<file path="config.mk">
export PLATFORM = sky130hd
export DESIGN_NAME = store_buffer
export DESIGN_NICKNAME = d
export VERILOG_FILES = /design/src/rtl/store_buffer_pkg.sv /design/src/rtl/store_fifo.sv /design/src/rtl/store_buffer.sv
export SDC_FILE = /design/constraint.sdc
export NUM_CORES = 1
export LEC_CHECK = 0
export BUFFER_PORTS_ARGS = -buffer_cell sky130_fd_sc_hd__buf_4
export CAP_MARGIN = 15
export CORE_MARGIN = 3
export CORE_UTILIZATION = 50
export CTS_CLUSTER_DIAMETER = 100
export CTS_CLUSTER_SIZE = 12
export DETAILED_ROUTE_END_ITERATION = 10
export HOLD_SLACK_MARGIN = 0.05
export PLACE_DENSITY = 0.71
export SLEW_MARGIN = 30
export SYNTH_ARGS = -nofsm -noshare
export SYNTH_HDL_FRONTEND = slang
export SYNTH_SLANG_ARGS = --single-unit
</file>
<file path="constraint.sdc">
create_clock -name clock -period 3.5 [get_ports clock]
set_input_delay 0.7 -clock clock [delete_from_list [all_inputs] [get_ports clock]]
set_output_delay 0.7 -clock clock [all_outputs]
set_load 0.1 [all_outputs]
</file>
<file path="src/rtl/store_buffer_pkg.sv">
// rtl/store_buffer_pkg.sv - shared types and constants for the posted-write store buffer
package store_buffer_pkg;

  typedef logic [31:0] regval_t;

  typedef struct packed {
    regval_t address;
    regval_t data;
  } store_entry_t;

  localparam logic [3:0] StoreByteEnable = 4'hF;

endpackage

</file>
<file path="src/rtl/store_fifo.sv">
// rtl/store_fifo.sv - in-order entry storage with separate occupancy count
module store_fifo
  import store_buffer_pkg::*;
#(
  parameter int DEPTH = 4
) (
  input  logic                     clock,
  input  logic                     reset,
  input  logic                     push,
  input  store_entry_t             entry,
  input  logic                     pop,
  output logic                     full,
  output logic                     empty,
  output store_entry_t             head,
  output logic [$clog2(DEPTH):0]   count
);

  localparam int PW = $clog2(DEPTH);
  localparam int CW = PW + 1;

  store_entry_t      mem [DEPTH];
  logic [PW-1:0]     head_ptr;
  logic [PW-1:0]     tail_ptr;
  logic              push_ok;
  logic              pop_ok;

  assign full    = (count == CW'(DEPTH));
  assign empty   = (count == '0);
  assign push_ok = push && !full;
  assign pop_ok  = pop && !empty;
  assign head    = mem[head_ptr];

  // Storage is not cleared on reset; the bus side gates it with the count.
  always_ff @(posedge clock) begin
    if (push_ok) begin
      mem[tail_ptr] <= entry;
    end
  end

  always_ff @(posedge clock) begin
    if (reset) begin
      head_ptr <= '0;
      tail_ptr <= '0;
      count    <= '0;
    end else begin
      if (push_ok) begin
        tail_ptr <= tail_ptr + PW'(1);
      end
      if (pop_ok) begin
        head_ptr <= head_ptr + PW'(1);
      end
      case ({push_ok, pop_ok})
        2'b10:   count <= count + CW'(1);
        2'b01:   count <= count - CW'(1);
        default: count <= count;
      endcase
    end
  end

endmodule

</file>
<file path="src/rtl/store_buffer.sv">
// rtl/store_buffer.sv - posted-write buffer draining stores to an Avalon-MM style bus
module store_buffer
  import store_buffer_pkg::*;
#(
  parameter int DEPTH   = 4,
  parameter int TIMEOUT = 255
) (
  input  logic                     clock,
  input  logic                     reset,
  input  logic                     address_enable,
  input  regval_t                  address,
  input  regval_t                  data,
  output logic                     data_valid,
  output logic [31:0]              avm_address,
  output logic [31:0]              avm_writedata,
  output logic [3:0]               avm_byteenable,
  output logic                     avm_write,
  input  logic                     avm_waitrequest,
  output logic                     drained,
  output logic [$clog2(DEPTH):0]   occupancy,
  output logic                     bus_error
);

  localparam logic [16:0] TimeoutLimit = 17'(TIMEOUT);

  store_entry_t new_entry;
  store_entry_t head;
  logic         full;
  logic         empty;
  logic         push;
  logic         pop;
  logic [15:0]  wait_count;
  logic         unused_addr_bits;

  assign unused_addr_bits = ^address[1:0];

  // No bypass when full: a pop in the same cycle does not make room yet.
  assign push       = address_enable && !reset && !full;
  assign data_valid = push;
  assign new_entry  = '{address: {address[31:2], 2'b00}, data: data};

  store_fifo #(
    .DEPTH (DEPTH)
  ) u_fifo (
    .clock (clock),
    .reset (reset),
    .push  (push),
    .entry (new_entry),
    .pop   (pop),
    .full  (full),
    .empty (empty),
    .head  (head),
    .count (occupancy)
  );

  assign avm_write      = !empty;
  assign pop            = avm_write && !avm_waitrequest;
  assign avm_address    = avm_write ? head.address : '0;
  assign avm_writedata  = avm_write ? head.data : '0;
  assign avm_byteenable = StoreByteEnable;
  assign drained        = empty;

  // Stall counter saturates; bus_error is sticky until reset and the head is retried.
  always_ff @(posedge clock) begin
    if (reset) begin
      wait_count <= '0;
      bus_error  <= 1'b0;
    end else if (pop || empty) begin
      wait_count <= '0;
    end else if (avm_write && avm_waitrequest) begin
      if (wait_count != 16'hFFFF) begin
        wait_count <= wait_count + 16'd1;
      end
      if (({1'b0, wait_count} + 17'd1) >= TimeoutLimit) begin
        bus_error <= 1'b1;
      end
    end
  end

endmodule

</file>
; After elaboration in Yosys (flattened, before gate mapping)
; Memories as Yosys holds them, arrays and structs flattened. A register that Yosys moved wholly into a read port is not among the register bits.
; Index checks and enable logic that the tools add are counted.
[classes]
add_sub_neg = 6
n_lt_le_gt_ge = 1
bitwise_logic = 1
reduce_logical = 16
n_mux = 7
n_eq_ne = 4
[op_table]
columns = operator, count
row1 = two-way mux 32 bit, 2
row2 = "adder 16 x 1 -> 17 bit, second input constant", 1
row3 = "greater-or-equal comparator 17 x 8 -> 1 bit, second input constant", 1
row4 = "adder 16 x 1 -> 16 bit, second input constant", 1
row5 = "!= test 16 bit, second input constant", 1
row6 = logical AND 1 bit, 6
row7 = one-hot mux 3 bit (2 select lines), 1
row8 = "adder 2 x 1 -> 2 bit, second input constant", 2
row9 = logical NOT 1 bit, 4
row10 = two-way mux 2 bit, 2
row11 = "adder 3 x 1 -> 3 bit, second input constant", 1
row12 = "== test 3 bit, second input constant", 1
row13 = logical NOT 3 bit, 1
row14 = AND reduction 3 bit, 1
row15 = "subtractor 3 x 1 -> 3 bit, second input constant", 1
row16 = "== test 2 x 1 -> 1 bit, second input constant", 1
row17 = "== test 2 bit, second input constant", 1
row18 = two-way mux 1 bit, 2
row19 = AND reduction 2 bit, 1
row20 = nonzero test 2 bit, 1
row21 = OR reduction 2 bit, 1
row22 = logical OR 1 bit, 1
row23 = NOT 1 bit, 1
[totals]
ramBits = 248
word_cells = 41
n_memories = 1
regBits = 24
input_bits = 68
out_inout_bits = 75
[memory_table]
columns = memory, depth, width, read_ports, rd_ports_with_merged_regs, write_ports, line_no
row1 = u_fifo.mem, 4, 62, 1, 1, 1, store_fifo.sv:21  ; store_entry_t mem [DEPTH];

; Logic depth before layout (Yosys ltp)
; Gate-level depths: netlist (run 1).
[logic_depth]
word_depth = 6
depth_mapped = 11
depth_no_buf = 11

; By module
; From an unflattened synthesis (run 1), not the netlist that was laid out.
[hier_totals]
hier_cells = 584
area_unflattened_um2 = 11218.3
[modules_own_cells]
columns = module, seq_area_each_um2, area_per_inst_um2, cells_per_inst, n_inst
row1 = store_fifo, 7867.5, 9785.6, 388, 1
row2 = store_buffer, 340.3, 1432.6, 196, 1

; Least setup slack after synthesis (run 1)
; No wires, ideal clock.
[synth_path]
path_type = reg2reg
start = register u_fifo.count[0]
end = memory u_fifo.mem[0][0] (netlist name), enable pin
period_less_slack_ps = 4851
arrival_time_ps = 4424
path_stages_with_launch = 6
n_path_buf = 0
required_ps = 3074
setup_ps = 426
setup_slack_ps = -1351
path_cell_list = dfxtp_1 > inv_1 > nand3_1 > nand2_1 > nor2_1 > and2_1
[synth_between]
elab_chain_cells = 6
[synth_rtl]
columns = element, line_no
row1 = "start, declared", store_fifo.sv:15  ; output logic [$clog2(DEPTH):0] count
row2 = "start signal, assigned", store_fifo.sv:53  ; 2'b10: count <= count + CW'(1);
row3 = "start signal, assigned", store_fifo.sv:54  ; 2'b01: count <= count - CW'(1);
row4 = "start signal, assigned", store_fifo.sv:55  ; default: count <= count;
row5 = == test 3 bit, store_fifo.sv:27  ; assign full = (count == CW'(DEPTH));
row6 = logical NOT 1 bit, store_buffer.sv:38  ; assign push = address_enable && !reset && !full;
row7 = logical AND 1 bit, store_buffer.sv:38
row8 = named net data_valid, store_buffer.sv:13  ; output logic data_valid,
row9 = logical AND 1 bit, store_fifo.sv:29  ; assign push_ok = push && !full;
row10 = two-way mux 1 bit, store_fifo.sv:35  ; if (push_ok) begin
row11 = two-way mux 1 bit (not written as such), store_fifo.sv:36  ; mem[tail_ptr] <= entry;
row12 = "end, declared", store_fifo.sv:21
; The timed path passes the listed nets, and every way through them passes these cells.

; Worst setup path in the final report (run 1)
[layout_path]
start = register u_fifo.count[0]
end = output avm_writedata[23]
[layout_between]
elab_chain_cells = 2
[layout_rtl]
columns = element, line_no
row1 = logical NOT 3 bit, store_fifo.sv:28  ; assign empty = (count == '0);
row2 = two-way mux 32 bit, store_buffer.sv:59  ; assign avm_writedata = avm_write ? head.data : '0;
row3 = "end, declared", store_buffer.sv:15  ; output logic [31:0] avm_writedata,
; No other way between the ends.

==> summary.txt, run 1 <==
Layout
  • Most common cell after layout, fill and taps aside: edfxtp_1
  • Syn-to-layout area delta: 19.7%
  • Most frequent cells in the layout: edfxtp_1 (248), buf_4 (138), mux4_2 (62)
  • Share of layout cells above drive strength 1: 0.374
  • ANT cells: 0
  • Final #Nets: 788

Global route
  • Vias in the first global route: 5,765
  • Gr usage total: 0.174
  • Total gr overflow: 0
  • Initial antenna violation count: 0
  • First-pass GRT wire length: 32,400 um
  • Largest net degree at the start of global routing: 43

Timing
  • Unrepaired setup endpoints after global routing: no
  • Slew HR: 0.600
  • Max-slew violation count: 0
  • Clock Skew: 0.0104 ns
  • Crit path time final: 3.02 ns
  • Setup tns final: 0 ns
  • Final hold violations: 0
  • Worst Slack Setup Final: 0.484 ns
  • Final setup vio count: 0
  • FMAX: 332 MHz
  • Final period util: 0.862
  • Slew @ Worst Pin: 0.599 ns

Logic synthesis
  • Synthesized area: 10,900 sq um
  • Synthesized area per cell: 19.1 sq um
  • Post-synth ARST share: 0
  • Seq cells post-synth: 274
  • Sequential-to-total area share from yosys stat: 0.732
  • Mapped Cells: 571
  • Post-synthesis cell type count: 45
  • Syn. warnings: 0
  • Post-synth EDFFs: 248
  • Main synth FF type: edfxtp_1

Floorplanning
  • Initial Utilization: 0.513
  • Num ports: 143
  • Area of the core: 21,200 sq um
  • Die height: 154 um
  • Full die area: 23,600 sq um
  • Site Rows: 53
  • Die width: 154 um

Status
  • Status: complete, no violations

Critical path
  • Reg2Reg Depth: 9
  • Arrival @ worst endpoint: 2.32 ns
  • R2r setup slk: 0.91 ns
  • Worst Path Max Fanout: 29
  • Crit path max-delay cell type: or3_2
  • Critical path launch point type: register
  • Critical path depth: 4
  • Cell breakdown of the critical path: or3_2 > buf_4 > and2_2 > buf_4
  • Setup CP Type: reg -> out
  • FF-to-FF Start: u_fifo.count[2]
  • Most frequent cell on the critical path: buf_4
  • Critical Path Max Stage Delay: 0.71 ns
  • RR Endpoint: u_fifo.count[2]
  • Crit path buf inv count: 2
  • WP data required: 2.80 ns
  • Top Family by Delay on Critical Path: simple AND/OR/NAND/NOR gates
  • Crit end category: output port

Clock tree
  • # hold bufs at CTS: 0
  • H-tree levels: 1
  • CTS tree: yes
  • Post-CTS sizing: 0
  • # clock sinks: 274
  • Post-CTS Setup Inserts: 0
  • Reg clk slew, reported paths: 0.06 ns
  • Longest Clk Path Bufs: 3
  • Clk root buf: clkbuf_16
  • Clk_lat worst skew: 0.52 ns
  • Num CTS Buffers: 26

Routing
  • Starting DRC count in detailed routing: 361
  • WL final: 20,700 um
  • TritonRoute pass-1 iters: 4
  • Via-per-instance ratio: 5.50
  • Routed vias: 5,541
  • Drt wl/cell: 20.6 um
  • Post-DRT Antenna Nets: 0
  • Residual DRC count: 0

Place
  • GP Congestion: 0.744
  • Detailed placement HPWL: 12,900 um
  • Port buffer count: 134
  • Worst slack at placement: 0.926 ns

Hold path
  • Worst Hold Launch: data[2]
  • Worst hold path endpoint: u_fifo.mem[0][2]
  • Worst Hold Class: in -> reg
  • WHS Path Cells: 1

Run
  • Max-cap violation count: 0
-- worst register-to-register path, delay by kind of cell (launching register included) --
kind,cells,cell delay (ns)
AOI/OAI and AO/OA,1,0.17
adders and majority gates,2,0.63
buffers and inverters,2,0.17
and+or+nand+nor,3,0.97
DFF,1,0.41
xor gates and xnor gates,1,0.17
-- per-stage QoR --
step           area [sq um]  utilization  std cells  hold slack (ns)
4_1_cts               13000        0.614       1007            0.357
5_1_grt               13000        0.614       1007            0.360
6_report              13000        0.614       1007            0.379
2_1_floorplan         10900            -        575            0.469
3_3_place_gp          12300        0.578        959            0.486
3_5_place_dp          12300        0.578        959            0.498
-- area by class of cell --
type	count	area, sq um
well taps	275	344
multi-input cells	257	2760
clock buffers	48	764
fillers	1511	8180
repair buffers	144	1160
flip-flops and latches	274	7980
inverters	9	33.8
-- state kept, by name (all words and copies together), names as in the netlist, named ones only --
| register | flops |
|---|---|
| u_fifo.head_ptr | 2 |
| u_fifo.mem | 248 |
| u_fifo.count | 3 |
| wait_count | 16 |
| u_fifo.tail_ptr | 2 |
| bus_error | 1 |
-- metal layers --
layer  track usage  share of wire
met1         0.236           0.41
met2         0.302           0.52
met3        0.0265          0.055
met4        0.0374          0.015
met5             0              0
-- worst max-delay path by stage --
| stage | endpoint | startpoint |
|---|---|---|
| after floorplan | u_fifo.mem[2][0] | u_fifo.count[0] |
| after global placement | avm_address[7] | u_fifo.count[0] |
| after detailed placement | u_fifo.count[2] | u_fifo.count[2] |
| after CTS | avm_writedata[24] | u_fifo.count[0] |
| after global routing | avm_writedata[24] | u_fifo.count[0] |
| final | avm_writedata[23] | u_fifo.count[0] |
-- cell families after synthesis --
| logic type | share of synthesized area |
|---|---|
| XOR/XNOR | 0.0145 |
| adder cells (fa/ha/maj) | 0.00988 |
| AND/OR/NAND/NOR | 0.0720 |
| buffers and inverters | 0.0192 |
| flip-flops | 0.732 |
| multiplexers | 0.130 |
| other | 0.000690 |
| AO/OA/AOI/OAI | 0.0221 |
-- Yosys cell counts, types with 2 or more instances --
cell / number / area [sq um]
a21oi_1: 6 / 30.0
and2_1: 67 / 419
ha_1: 7 / 87.6
nand2_1: 11 / 41.3
dfxtp_1: 26 / 521
mux4_2: 62 / 1400
mux2i_1: 2 / 20.0
nor3_1: 2 / 10.0
conb_1: 2 / 7.51
o21ai_0: 4 / 20.0
nand3_1: 9 / 45.0
buf_4: 6 / 45.0
nand2b_1: 2 / 12.5
nand4_1: 2 / 12.5
nor4_2: 2 / 25.0
xor2_1: 8 / 70.1
or2_2: 3 / 18.8
xnor2_1: 10 / 87.6
clkbuf_1: 17 / 63.8
a31oi_1: 2 / 12.5
edfxtp_1: 248 / 7450
or3_1: 4 / 25.0
o21bai_1: 2 / 15.0
a21oi_2: 10 / 87.6
nor2_1: 17 / 63.8
inv_1: 9 / 33.8
buf_2: 11 / 55.1
and3_1: 3 / 18.8
Power of run 1 is not shown: default switching activity piles up to over one toggle a cycle in this logic, so the estimate is an artifact.
==> run 2: changes to the inputs <==
Settings changed: MAX_ROUTING_LAYER from default to met4, RECOVER_POWER from default to 25.
==> summary.txt, run 2 (synthesis gave the netlist of run 1 again) <==
Status
  • Status: complete, no violations

Floorplanning
  • Die height: 154 um (unchanged)
  • Die width: 154 um (unchanged)
  • Area of the core: 21,200 sq um (unchanged)
  • Num ports: 143 (unchanged)
  • Full die area: 23,600 sq um (unchanged)
  • Site Rows: 53 (unchanged)
  • Initial Utilization: 0.513 (unchanged)

Routing
  • Via-per-instance ratio: 5.49 (-0.23%)
  • Starting DRC count in detailed routing: 408 (+13%)
  • Post-DRT Antenna Nets: 0 (unchanged)
  • Routed vias: 5,528 (-0.23%)
  • WL final: 20,700 um (about the same)
  • Drt wl/cell: 20.6 um (about the same)
  • Residual DRC count: 0 (unchanged)
  • TritonRoute pass-1 iters: 5 (+1)

Clock tree
  • Post-CTS Setup Inserts: 0 (unchanged)
  • Clk root buf: clkbuf_16
  • Num CTS Buffers: 26 (unchanged)
  • Post-CTS sizing: 0 (unchanged)
  • # hold bufs at CTS: 0 (unchanged)
  • Reg clk slew, reported paths: 0.06 ns (about the same)
  • Longest Clk Path Bufs: 3 (unchanged)
  • H-tree levels: 1 (unchanged)
  • CTS tree: yes
  • # clock sinks: 274 (unchanged)
  • Clk_lat worst skew: 0.52 ns (about the same)

Timing
  • Final period util: 0.864 (+0.00220)
  • Worst Slack Setup Final: 0.477 ns (-0.00770 ns)
  • Unrepaired setup endpoints after global routing: no
  • Final hold violations: 0 (unchanged)
  • Setup tns final: 0 ns (unchanged)
  • Slew HR: 0.597 (-0.00318)
  • Max-slew violation count: 0 (unchanged)
  • Final setup vio count: 0 (unchanged)
  • Crit path time final: 3.02 ns (+0.00770 ns)
  • FMAX: 331 MHz (-0.25%)
  • Clock Skew: 0.00959 ns (-0.000845 ns)
  • Slew @ Worst Pin: 0.604 ns (+0.00477 ns)

Critical path
  • Crit end category: output port
  • Reg2Reg Depth: 9 (unchanged)
  • Most frequent cell on the critical path: buf_4
  • WP data required: 2.80 ns (about the same)
  • Critical path launch point type: register
  • Critical Path Max Stage Delay: 0.71 ns (about the same)
  • Arrival @ worst endpoint: 2.32 ns (about the same)
  • Setup CP Type: reg -> out
  • Cell breakdown of the critical path: or3_2 > buf_4 > and2_2 > buf_4
  • Crit path max-delay cell type: or3_2
  • Worst Path Max Fanout: 29 (unchanged)

Global route
  • Vias in the first global route: 5,766 (+0.017%)
  • Met1 Usage GRT: 0.235 (-0.000985)
  • Gr usage total: 0.179 (+0.00551)
  • GR Layer Usage met3: 0.0265 (unchanged)
  • Met2 GRT Util: 0.304 (+0.00167)
  • Total gr overflow: 0 (unchanged)
  • Largest net degree at the start of global routing: 43 (unchanged)
  • Initial antenna violation count: 0 (unchanged)
  • First-pass GRT wire length: 32,400 um (unchanged)
  • Grt peak-use layer: met2

Layout
  • Seq. cell area: 7980 sq um (unchanged)
  • Layout fillers: 1,556 (+3.0%)
  • Biggest register: u_fifo.mem
  • Finished layout cell area: 12,900 sq um (-1.3%)
  • Final core utilization: 0.607 (-0.00778)
  • Syn-to-layout area delta: 18.2%
  • Share of layout cells above drive strength 1: 0.314 (-0.0601)
  • Largest register FFs: 248 (unchanged)
  • Most common cell after layout, fill and taps aside: edfxtp_1
  • Biggest regs: u_fifo.mem x248, wait_count x16, u_fifo.count x3
  • Multi-input logic area: 2760 sq um (unchanged)
  • ANT cells: 0 (unchanged)
  • Final #Nets: 788 (unchanged)
  • Most frequent cells in the layout: edfxtp_1 (248), buf_4 (94), clkbuf_1 (64)

Place
  • GP Congestion: 0.753 (+1.3%)
  • Detailed placement HPWL: 12,900 um (unchanged)
  • Worst slack at placement: 0.926 ns (unchanged)
  • Placed Area: 12,300 sq um (unchanged)
  • Port buffer count: 134 (unchanged)

Run
  • Max-cap violation count: 0 (unchanged)

Hold path
  • Worst Hold Class: in -> reg
  • WHS Path Cells: 1 (unchanged)
-- run 2: changes by cell type in the layout (fill, tap and decap cells not counted) --
cell,change
buf_4,-44
clkbuf_1,+44
-- run 2: final timing paths --
| check | from | slack (ns) | end |
|---|---|---|---|
| hold / removal | address[23] | 0.39 | u_fifo.mem[0][53] |
| setup / recovery | u_fifo.count[0] | 0.48 | avm_writedata[23] |
| hold reg to reg | u_fifo.tail_ptr[1] | 0.50 | u_fifo.tail_ptr[1] |
| setup reg to reg | u_fifo.count[2] | 0.91 | u_fifo.count[2] |
-- run 2: area by class of cell --
cell class | count | share of cell area
sequential | 274 | 0.620
clock buffer | 48 | 0.0594
multi-input combinational | 257 | 0.215
inverter | 9 | 0.00262
timing repair buffer | 144 | 0.0770
tap | 275 | 0.0267
-- run 2: worst max-delay path, delay by kind of cell, from the launching register on --
family / cells / cell delay (ns)
buf+inv: 2 / 0.54
flops: 1 / 0.34
simple gates: 2 / 0.91
-- run 2: through the flow --
stage / hold WS [ns] / std cells
2_1_floorplan: 0.469 / 575
6_report: 0.386 / 1007
3_5_place_dp: 0.498 / 959
4_1_cts: 0.357 / 1007
5_1_grt: 0.371 / 1007
3_3_place_gp: 0.486 / 959
-- run 2: routing by layer --
metal,vias up,part of all wire
met3,29,0.055
met1,2827,0.41
met4,0,0.015
met5,-,0
met2,157,0.52
li1,2515,-
Power of run 2 is left out for the same reason.
